===== src/rtl/debug_trace_buf.sv =====
// Instruction-trace capture: registered commit pass-through plus a circular
// history buffer frozen a programmable number of entries after a PC match.
module debug_trace_buf #(
    parameter int XLEN      = 32,
    parameter int DEPTH     = 16,
    parameter int POST_TRIG = 8
) (
    input  logic                     clk_i,
    input  logic                     rst_ni,
    input  logic                     valid_inst_i,
    input  logic [XLEN-1:0]          pc_i,
    input  logic [XLEN-1:0]          insn_i,
    input  logic                     arm_i,
    input  logic                     clear_i,
    input  logic [XLEN-1:0]          trig_pc_i,
    input  logic [$clog2(DEPTH)-1:0] rd_idx_i,
    output logic [XLEN-1:0]          pc_o,
    output logic                     valid_inst_o,
    output logic [XLEN-1:0]          rd_pc_o,
    output logic [XLEN-1:0]          rd_insn_o,
    output logic                     rd_valid_o,
    output logic [$clog2(DEPTH):0]   count_o,
    output logic [1:0]               state_o,
    output logic [$clog2(DEPTH)-1:0] trig_idx_o
);

    localparam int PW = $clog2(DEPTH);
    localparam int CW = PW + 1;
    localparam logic [CW-1:0] FULL      = CW'(DEPTH);
    localparam logic [PW-1:0] POST_INIT = PW'(POST_TRIG);

    typedef enum logic [1:0] {
        S_IDLE  = 2'd0,
        S_ARMED = 2'd1,
        S_POST  = 2'd2,
        S_DONE  = 2'd3
    } state_e;

    state_e          state_q, state_d;
    logic [PW-1:0]   wr_ptr_q, wr_ptr_d;
    logic [CW-1:0]   count_q, count_d;
    logic [PW-1:0]   post_q, post_d;
    logic [PW-1:0]   trig_slot_q, trig_slot_d;
    logic [XLEN-1:0] pc_q;
    logic            valid_q;
    logic [XLEN-1:0] rd_pc_q, rd_pc_d;
    logic [XLEN-1:0] rd_insn_q, rd_insn_d;
    logic            rd_valid_q, rd_valid_d;

    logic            wr_en;
    logic            flush;
    logic            trig_hit;
    logic [PW-1:0]   oldest;
    logic [PW-1:0]   rd_addr;

    logic [XLEN-1:0] mem_pc   [DEPTH];
    logic [XLEN-1:0] mem_insn [DEPTH];

    assign trig_hit = valid_inst_i && (pc_i == trig_pc_i);

    always_comb begin
        state_d     = state_q;
        post_d      = post_q;
        trig_slot_d = trig_slot_q;
        wr_en       = 1'b0;
        flush       = 1'b0;
        if (clear_i) begin
            state_d = S_IDLE;
            flush   = 1'b1;
        end else if (arm_i) begin
            state_d = S_ARMED;
            flush   = 1'b1;
        end else begin
            unique case (state_q)
                S_ARMED: begin
                    wr_en = valid_inst_i;
                    if (trig_hit) begin
                        trig_slot_d = wr_ptr_q;
                        post_d      = POST_INIT;
                        state_d     = (POST_TRIG == 0) ? S_DONE : S_POST;
                    end
                end
                S_POST: begin
                    wr_en = valid_inst_i;
                    if (valid_inst_i) begin
                        post_d = post_q - PW'(1);
                        if (post_q == PW'(1)) state_d = S_DONE;
                    end
                end
                default: ;
            endcase
        end
    end

    always_comb begin
        wr_ptr_d = wr_ptr_q;
        count_d  = count_q;
        if (flush) begin
            wr_ptr_d = '0;
            count_d  = '0;
        end else if (wr_en) begin
            wr_ptr_d = wr_ptr_q + PW'(1);
            if (count_q != FULL) count_d = count_q + CW'(1);
        end
    end

    // A full buffer has count[PW-1:0]==0, so the oldest slot is wr_ptr.
    assign oldest  = wr_ptr_q - count_q[PW-1:0];
    assign rd_addr = oldest + rd_idx_i;

    always_comb begin
        rd_valid_d = {1'b0, rd_idx_i} < count_q;
        rd_pc_d    = '0;
        rd_insn_d  = '0;
        if (rd_valid_d) begin
            rd_pc_d   = mem_pc[rd_addr];
            rd_insn_d = mem_insn[rd_addr];
        end
    end

    always_ff @(posedge clk_i) begin
        if (wr_en) begin
            mem_pc[wr_ptr_q]   <= pc_i;
            mem_insn[wr_ptr_q] <= insn_i;
        end
    end

    always_ff @(posedge clk_i) begin
        if (!rst_ni) begin
            state_q     <= S_IDLE;
            wr_ptr_q    <= '0;
            count_q     <= '0;
            post_q      <= '0;
            trig_slot_q <= '0;
            pc_q        <= '0;
            valid_q     <= 1'b0;
            rd_pc_q     <= '0;
            rd_insn_q   <= '0;
            rd_valid_q  <= 1'b0;
        end else begin
            state_q     <= state_d;
            wr_ptr_q    <= wr_ptr_d;
            count_q     <= count_d;
            post_q      <= post_d;
            trig_slot_q <= trig_slot_d;
            pc_q        <= pc_i;
            valid_q     <= valid_inst_i;
            rd_pc_q     <= rd_pc_d;
            rd_insn_q   <= rd_insn_d;
            rd_valid_q  <= rd_valid_d;
        end
    end

    assign pc_o         = pc_q;
    assign valid_inst_o = valid_q;
    assign rd_pc_o      = rd_pc_q;
    assign rd_insn_o    = rd_insn_q;
    assign rd_valid_o   = rd_valid_q;
    assign count_o      = count_q;
    assign state_o      = state_q;
    assign trig_idx_o   = trig_slot_q - oldest;

endmodule


===== config.mk =====
export PLATFORM = sky130hd
export DESIGN_NAME = debug_trace_buf
export DESIGN_NICKNAME = d
export VERILOG_FILES = /design/src/rtl/debug_trace_buf.sv
export SDC_FILE = /design/constraint.sdc
export NUM_CORES = 1
export LEC_CHECK = 0
export BUFFER_PORTS_ARGS = -buffer_cell sky130_fd_sc_hd__buf_2
export CAP_MARGIN = 10
export CORE_MARGIN = 2
export CORE_UTILIZATION = 25
export DETAILED_ROUTE_END_ITERATION = 8
export PLACE_DENSITY = 0.48
export SLEW_MARGIN = 20
export SYNTH_ARGS = -nofsm -noshare
export SYNTH_HDL_FRONTEND = slang
export SYNTH_SLANG_ARGS = --single-unit

===== constraint.sdc =====
create_clock -name clk_i -period 6.9 [get_ports clk_i]
set_clock_uncertainty 0.1 [all_clocks]
set_input_delay 1.035 -clock clk_i [delete_from_list [all_inputs] [get_ports clk_i]]
set_output_delay 1.035 -clock clk_i [all_outputs]
set_load 0.02 [all_outputs]

== After elaboration in Yosys (flattened, before gate mapping) ==
Memories as Yosys holds them, arrays and structs flattened. A register that Yosys moved wholly into a read port is not among the register bits.
Index checks and enable logic that the tools add are counted.

* Register bits: 53
* Bits in writable memories: 1024
* Input bits: 105
* Word-level logic and storage cells: 62
* Memories kept: 2

{| class="wikitable"
|+ Memories
! name !! words !! bits a word !! read ports !! clocked after Yosys merged registers in !! write ports !! line !! text
|-
| mem_insn || 16 || 32 || 1 || 1 || 1 || 57 || <nowiki>logic [XLEN-1:0] mem_insn [DEPTH];</nowiki>
|-
| mem_pc || 16 || 32 || 1 || 1 || 1 || 56 || <nowiki>logic [XLEN-1:0] mem_pc [DEPTH];</nowiki>
|}

* $add $sub $neg: 6
* $lt $le $gt $ge: 1
* Equal/unequal tests: 11
* Mux-type cells: 15
* Bitwise logic cells: 3
* Reductions and logical operators: 15

{| class="wikitable"
|+ Operators by type and width
! kind !! number
|-
| $eq 32x32->1 || 1
|-
| $reduce_and 4->1 || 3
|-
| $ne 3x3->1 const B || 3
|-
| $mux 1 || 8
|-
| $mux 4 || 2
|-
| $pmux 4 s2 || 1
|-
| $sub 4x4->4 || 2
|-
| $mux 2 || 3
|-
| $ne 2x2->1 const B || 3
|-
| $reduce_or 2->1 || 3
|-
| $add 5x1->5 const B || 1
|-
| $lt 4x5->1 || 1
|-
| $ne 5x5->1 const B || 1
|-
| $reduce_and 5->1 || 1
|-
| $add 4x1->4 const B || 1
|-
| $add 4x4->4 || 1
|-
| $eq 4x1->1 const B || 1
|-
| $pmux 2 s2 || 1
|-
| $reduce_and 2->1 || 2
|-
| $sub 4x1->4 const B || 1
|-
| $not 1->1 || 3
|-
| $reduce_bool 3->1 || 1
|-
| $reduce_or 3->1 || 1
|-
| $eq 2x1->1 const B || 1
|-
| 4 further kinds || 5
|}

== Longest topological paths before layout ==
Gate-level depths: netlist of run 1.

* Depth in word-level cells: 7
* Depth in mapped cells: 13
* Mapped depth without buffers: 11

== Least setup slack after synthesis of run 1 ==
OpenSTA, ideal clock, no wires.

* Path type: input to register
* Start: input port arm_i
* End: memory mem_insn[3][0] (enable)
* Library setup time: 0.564 ns
* Arrival: 6.212 ns
* Data required time: 6.236 ns
* Slack: 0.023 ns
* Stages on the path: 4
* Path buffers: 1
* Path through: nor4b_1 clkbuf_1 nand2_1 nor3_1

* Longest elaborated chain between the ends: 4

{| class="wikitable"
|+ Ends and longest elaborated chain
! what !! line !! text
|-
| start, declared || 13 || <nowiki>input logic arm_i,</nowiki>
|-
| $mux 1 || 70 || <nowiki>end else if (arm_i) begin</nowiki>
|-
| $mux 1 || 67 || <nowiki>if (clear_i) begin</nowiki>
|-
| $mux 1 || 122 || <nowiki>if (wr_en) begin</nowiki>
|-
| $mux 1 (not written as such) || 124 || <nowiki>mem_insn[wr_ptr_q] <= insn_i;</nowiki>
|-
| end, declared || 57 ||
|}

No other way between the ends.

== Worst setup path after layout of run 1 ==
* Start: register wr_ptr_q[0]
* End: output port trig_idx_o[3]

* Longest elaborated chain between the ends: 2

{| class="wikitable"
|+ Ends and longest elaborated chain
! what !! line !! text
|-
| start, declared || 40 || <nowiki>logic [PW-1:0] wr_ptr_q, wr_ptr_d;</nowiki>
|-
| start signal, assigned || 142 || <nowiki>wr_ptr_q <= wr_ptr_d;</nowiki>
|-
| $sub 4x4->4 || 108 || <nowiki>assign oldest = wr_ptr_q - count_q[PW-1:0];</nowiki>
|-
| $sub 4x4->4 || 161 || <nowiki>assign trig_idx_o = trig_slot_q - oldest;</nowiki>
|-
| end, declared || 24 || <nowiki>output logic [$clog2(DEPTH)-1:0] trig_idx_o</nowiki>
|}

No other way between the ends.

==> reports/metrics.yaml, run 1 <==
outcome: "complete, no violations"
drt-pass1-iter-count: 7
synthCells: 1998
fill_cells: 16900
min_path_type: "reg -> reg"
num_antenna_cells: 0
grt_usage_pct: 12.7
start_util_pct: 25.2
crit_path_top_delay_cell: "fa_1"
chipWidth_um: 422
final_antenna_net_count: 0
ys_ff_latch: 1141
drtIter0Drc: 1356
overflow: 0
fp.coreArea_um2: 174000
max_freq_ghz: 0.224
die-area_um2: 178000
rsz0062_at_grt: "false"
maxCapViolCount: 0
utilization_pct: 29.9
p_seq_share_pct: 50.3
yosysTopAreaCell: "edfxtp_1"
hold_buffers: 0
drv_slew: 0
areaGrowthSynthToFinish_pct: 18.8
critical_path.startpoint_type: "flip-flop"
cts_root_buffer: "clkbuf_16"
power.density_nw_per_um2: 289
yosysTopAreaCellShare_pct: 70.3
p_int_mw: 11.8
crit_fanout: 6
fp-row-count: 153
antenna_found_initial: 19
arrival_ns: 3.33
vias: 20600
finalSetupViolCount: 0
globalplace.congestion: 0.693
cts_sinks: 1141
drc: 0
most-common-layout-cells: "1024 x edfxtp_1, 256 x mux4_2, 213 x buf_2"
ys_async_sr_fraction_pct: 0
cts_buffers: 130
num_io_pins: 214
post_drt_via_cell_ratio: 4.36
grt_pass1_vias: 22200
irDropWorstVdd_uv: 242
slew-limit-headroom_pct: 30.7
period_needed_ns: 4.47
synth-main-ff-cell: "edfxtp_1"
p_sw_share_pct: 21.4
crit_chain: "inv_1 > ha_1 > inv_2 > fa_1 > inv_1 > ha_1 > a21o_1 > a21oi_1 > xnor2_1 > xnor2_1 > buf_2"
wl_um: 113000
required_ns: 5.76
drive_gt1_share_pct: 35.5
critPathCaptureType: "output port"
ys_types: 44
die_h_um: 422
critPathBufInv: 4
hold_violations: 0
synthesis.nets: 2128
post_cts_buffers: 0
critPathKind: "reg -> out"
critPathMaxStageDelay_ns: 0.46
buffer_ports.inserted: 213
setup_tns_ns: 0
wl_per_cell_um: 24.1
fin_crit_sh_pct: 64.8
htree_levels: 4
p_comb_share_pct: 4.7
clkSlewWorstSetupHoldPaths_ns: 0.06
cts_buffer_depth: 3
path_delay_family: "adder cells"
power.leakage_nw: 16.6
ys.warnings.count: 0
mostFrequentLayoutCell: "edfxtp_1"
synth-edff-count: 1024
seq_area_frac_synth_pct: 75.7
grt_pass1_wl_um: 161000
cts_tree: "done"
p_sw_mw: 3.22
yosys-top-cells-area: "edfxtp_1 70%, mux4_2 13%, dfxtp_1 5.4%, a211oi_2 3.2%, mux2i_1 1.6%"
cts_resized: 0
worst_slew_pin_slew_ns: 1.03
avgSynthCellArea_um2: 21.9
hpwl_um: 61800
synth_area_um2: 43700
clkLatencyLatePin_ns: 0.76
clockPowerShare_pct: 44.9
grt_max_degree: 113
nNetsFinal: 2413
[registers in the layout (all words and copies together) (netlist names)]
signal and count:
mem_pc 512, state_o 2, valid_inst_o 1, post_q 4, wr_ptr_q 4, pc_o 32, rd_pc_o 32, mem_insn 512
count_o 5, rd_valid_o 1, rd_insn_o 32, trig_slot_q 4
[layout make-up]
class | instances | area [um2] | share of cell area [%]
multi-input cells | 726 | 10100 | 19.4
well taps | 2325 | 2910 | 5.60
inverters | 24 | 90.1 | 0.173
flip-flops and latches | 1141 | 33100 | 63.7
repair buffers | 260 | 1530 | 2.95
clock buffers | 190 | 3750 | 7.23
clock inverters | 49 | 478 | 0.920
[cell families (layout without fill, tap and decap cells)]
| kind of cell | Yosys count | after routing | share of synthesized area [%] |
|---|---|---|---|
| DFF | 1141 | 1141 | 75.7 |
| muxes | 325 | 325 | 14.8 |
| and+or+nand+nor | 175 | 175 | 2.33 |
| AOI/OAI and AO/OA | 153 | 153 | 3.89 |
| buffers and inverters | 131 | 523 | 1.61 |
| xor gates and xnor gates | 48 | 48 | 0.993 |
| adders and majority gates | 25 | 25 | 0.767 |
[tightest hold or removal path: cells and delay by family, from the launching register on]
| family | cells | cell delay [ns] |
|---|---|---|
| flip-flops | 1 | 0.33 |
| multiplexers | 1 | 0.07 |
| AND/OR/NAND/NOR | 1 | 0.10 |
[through the flow]
stage	setup slack (ns)	hold slack [ns]	cell area, um2	total power, mW	instances
after global routing	2.22	0.426	52000	15.6	4715
final	2.43	0.436	52000	15.0	4715
after detailed placement	2.31	0.439	47700	8.45	4476
after floorplan	0.0231	0.368	43700	8.16	1998
after CTS	2.32	0.397	52000	15.3	4715
after global placement	2.40	0.385	47700	8.43	4476
[worst paths after layout]
| path | from | to | slack, ns | cells after the start |
|---|---|---|---|---|
| max reg2reg | wr_ptr_q[0] | rd_insn_o[11] | 2.67 | 11 |
| min reg2reg | trig_slot_q[0] | trig_slot_q[0] | 0.44 | 2 |
| max | wr_ptr_q[0] | trig_idx_o[3] | 2.43 | 11 |
| min | trig_slot_q[0] | trig_slot_q[0] | 0.44 | 2 |
[power by group through the flow]
stage | clock network (mW) | registers [mW] | logic, mW
floorplan | 0 | 7.74 | 0.417
global placement | 0 | 7.72 | 0.716
detailed placement | 0 | 7.72 | 0.733
CTS | 6.97 | 7.57 | 0.735
global route | 7.23 | 7.57 | 0.772
finish | 6.76 | 7.57 | 0.710
[Yosys cell counts (4+ instances only)]
cell and number:
edfxtp_1 1024, xnor2_1 43, a21o_1 7, nand4_1 10, mux2i_1 69, dfxtp_1 117, clkbuf_1 29, xor2_1 4
a211oi_2 113, buf_4 21, inv_1 23, a21oi_1 7, nand2_1 12, nand2b_1 4, and2_1 32, ha_1 22
buf_2 40, buf_6 11, mux4_2 256, nor3_1 5, buf_1 6, a211oi_1 16, nor2_1 28, nor2b_1 70
[layer usage]
layer	part of all wire, %	routed length [um]	GRT usage, %	vias up
li1	-	-	-	8831
met1	43	48900	16.1	11100
met2	51	57900	21.9	453
met3	4.0	4590	2.63	165
met4	1.8	2090	3.14	10
met5	0.064	73	0	-
No activity file was read; power rests on OpenSTA's default activity.
==> run 2: changes to the inputs <==
==> constraint.sdc (replaced) <==
create_clock -name clk_i -period 3.92 [get_ports clk_i]
set_clock_uncertainty 0.1 [all_clocks]
set_input_delay 0.588 -clock clk_i [delete_from_list [all_inputs] [get_ports clk_i]]
set_output_delay 0.588 -clock clk_i [all_outputs]
set_load 0.02 [all_outputs]
==> reports/metrics.yaml, run 2 (synthesis results as in run 1) <==
outcome: "complete, no violations"
hpwl_um: 61600  # -0.29%
buffer_ports.inserted: 213  # unchanged
fp-row-count: 153  # unchanged
crit_fanout: 3  # -3
grt_max_degree: 65  # -42%
fin_crit_sh_pct: 95.2
drv_slew: 0  # unchanged
rsz0062_at_grt: "false"
grt_pass1_vias: 22300  # +0.36%
wl_per_cell_um: 24.1  # +0.30%
die_h_um: 422  # unchanged
cts_buffers: 117  # -10%
critPathCaptureType: "output port"
required_ns: 3.23  # -2.53 ns
areaGrowthSynthToFinish_pct: 20.6
htree_levels: 3  # -1
min_path_type: "in -> reg"
power.leakage_nw: 16.9  # +1.7%
drc: 0  # unchanged
most-common-layout-cells: "1024 x edfxtp_1, 256 x mux4_2, 212 x buf_2"
period_needed_ns: 3.73
cts_root_buffer: "clkbuf_16"
reg_top3: "mem_insn: 512 flops, mem_pc: 512 flops"
power.density_nw_per_um2: 500  # +73%
post_drt_via_cell_ratio: 4.37  # +0.15%
clkSlewWorstSetupHoldPaths_ns: 0.07  # about the same
cts_tree: "done"
final_cell_area_um2: 52800  # +1.5%
irDropWorstVdd_uv: 320  # +32%
start_util_pct: 25.2  # unchanged
mostFrequentLayoutCell: "edfxtp_1"
utilization_pct: 30.4  # +0.46 points
hold_start: "insn_i[1]"
drive_gt1_share_pct: 37.0  # +1.4 points
hold_violations: 0  # unchanged
max_freq_ghz: 0.268
placed_area_um2: 48600  # +1.8%
critPathKind: "reg -> out"
critical_path.startpoint_type: "flip-flop"
cts_buffer_depth: 3  # unchanged
worst_slew_pin_slew_ns: 0.737  # -0.296 ns
finalSetupViolCount: 0  # unchanged
grt_pass1_wl_um: 163000  # +1.1%
overflow: 0  # unchanged
cts_sinks: 1141  # unchanged
maxCapViolCount: 0  # unchanged
rr_startpoint: "wr_ptr_q[0]"
critical_path.startpoint: "wr_ptr_q[0]"
nNetsFinal: 2446  # +1.4%
vias: 20700  # +0.81%
drt-pass1-iter-count: 5  # -2
multi_input_area_um2: 10200  # +0.48%
slew-limit-headroom_pct: 50.8  # +20 points
die-area_um2: 178000  # unchanged
setup_tns_ns: 0  # unchanged
chipWidth_um: 422  # unchanged
ff2ff_setup_slack_ns: 0.38  # -2.29 ns
wl_um: 115000  # +0.96%
fill_cells: 16900  # -0.041%
grt_usage_pct: 12.7  # +0.058 points
globalplace.congestion: 0.704  # +1.5%
clkLatencyLatePin_ns: 0.73  # -0.03 ns
drtIter0Drc: 1371  # +1.1%
layout.area.seq_um2: 33100  # about the same
antenna_found_initial: 18  # -1
fp.coreArea_um2: 174000  # unchanged
final_antenna_net_count: 0  # unchanged
arrival_ns: 3.04  # -0.29 ns
num_io_pins: 214  # unchanged
run 2: changes by cell type in the layout (fill, tap and decap cells not counted), sizes merged:
cell         previous run  this run
buf                   260       305
bufinv                  5        18
clkbuf                190       158
clkinv                 35        32
clkinvlp                4         6
diode                   0         3
dlygate4sd3             0         1
inv                    29        31
run 2: final cells by class:
class	count	area share, %
multi-input cells	726	19.2
clock inverters	63	1.60
diodes	3	0.0142
clock buffers	158	6.19
inverters	24	0.175
well taps	2325	5.51
flip-flops and latches	1141	62.7
repair buffers	306	4.54
run 2: path summary, 6_finish.rpt:
check,cells past startpoint,endpoint
max reg2reg,12,rd_pc_o[7]
min,1,mem_insn[13][1]
min reg2reg,1,post_q[3]
max,11,trig_idx_o[3]
run 2: metrics by stage:
step | worst slack [ns] | power (mW) | hold slack (ns) | cells
3_5_place_dp | 0.186 | 14.9 | 0.417 | 4519
3_3_place_gp | 0.192 | 14.9 | 0.391 | 4519
4_1_cts | 0.0183 | 26.7 | 0.0584 | 4743
5_1_grt | 0.0397 | 27.2 | 0.108 | 4743
2_1_floorplan | -1.01 | 14.4 | 0.368 | 1998
6_report | 0.187 | 26.4 | 0.125 | 4746
run 2: layer usage:
layer	part of all wire, %	track usage [%]
met5	0.035	0
met2	50	21.8
met4	2.8	4.29
met3	4.3	1.93
met1	43	16.4
run 2: worst max-delay path, stage by stage, from the launching register on:
cell	delay [ns]
dfxtp_4	0.35
inv_4	0.06
ha_2	0.16
inv_2	0.04
fa_2	0.53
inv_1	0.07
ha_1	0.26
a21o_1	0.18
a21oi_2	0.18
xnor2_2	0.15
xnor2_2	0.15
buf_4	0.18
run 2: power breakdown:
group          switching (mW)  internal (mW)  total [mW]
registers              0.0365           13.3        13.3
logic                   0.772          0.549        1.32
clock network            4.71           7.03        11.7
total                    5.52           20.9        26.4
run 2: repair_timing:
action,CTS,global route
resized for setup,6,5
pin swaps,3,5
endpoints found under the setup margin,1,1
hold buffers,1,0
setup buffers,2,0
endpoints found under the hold margin,1,0
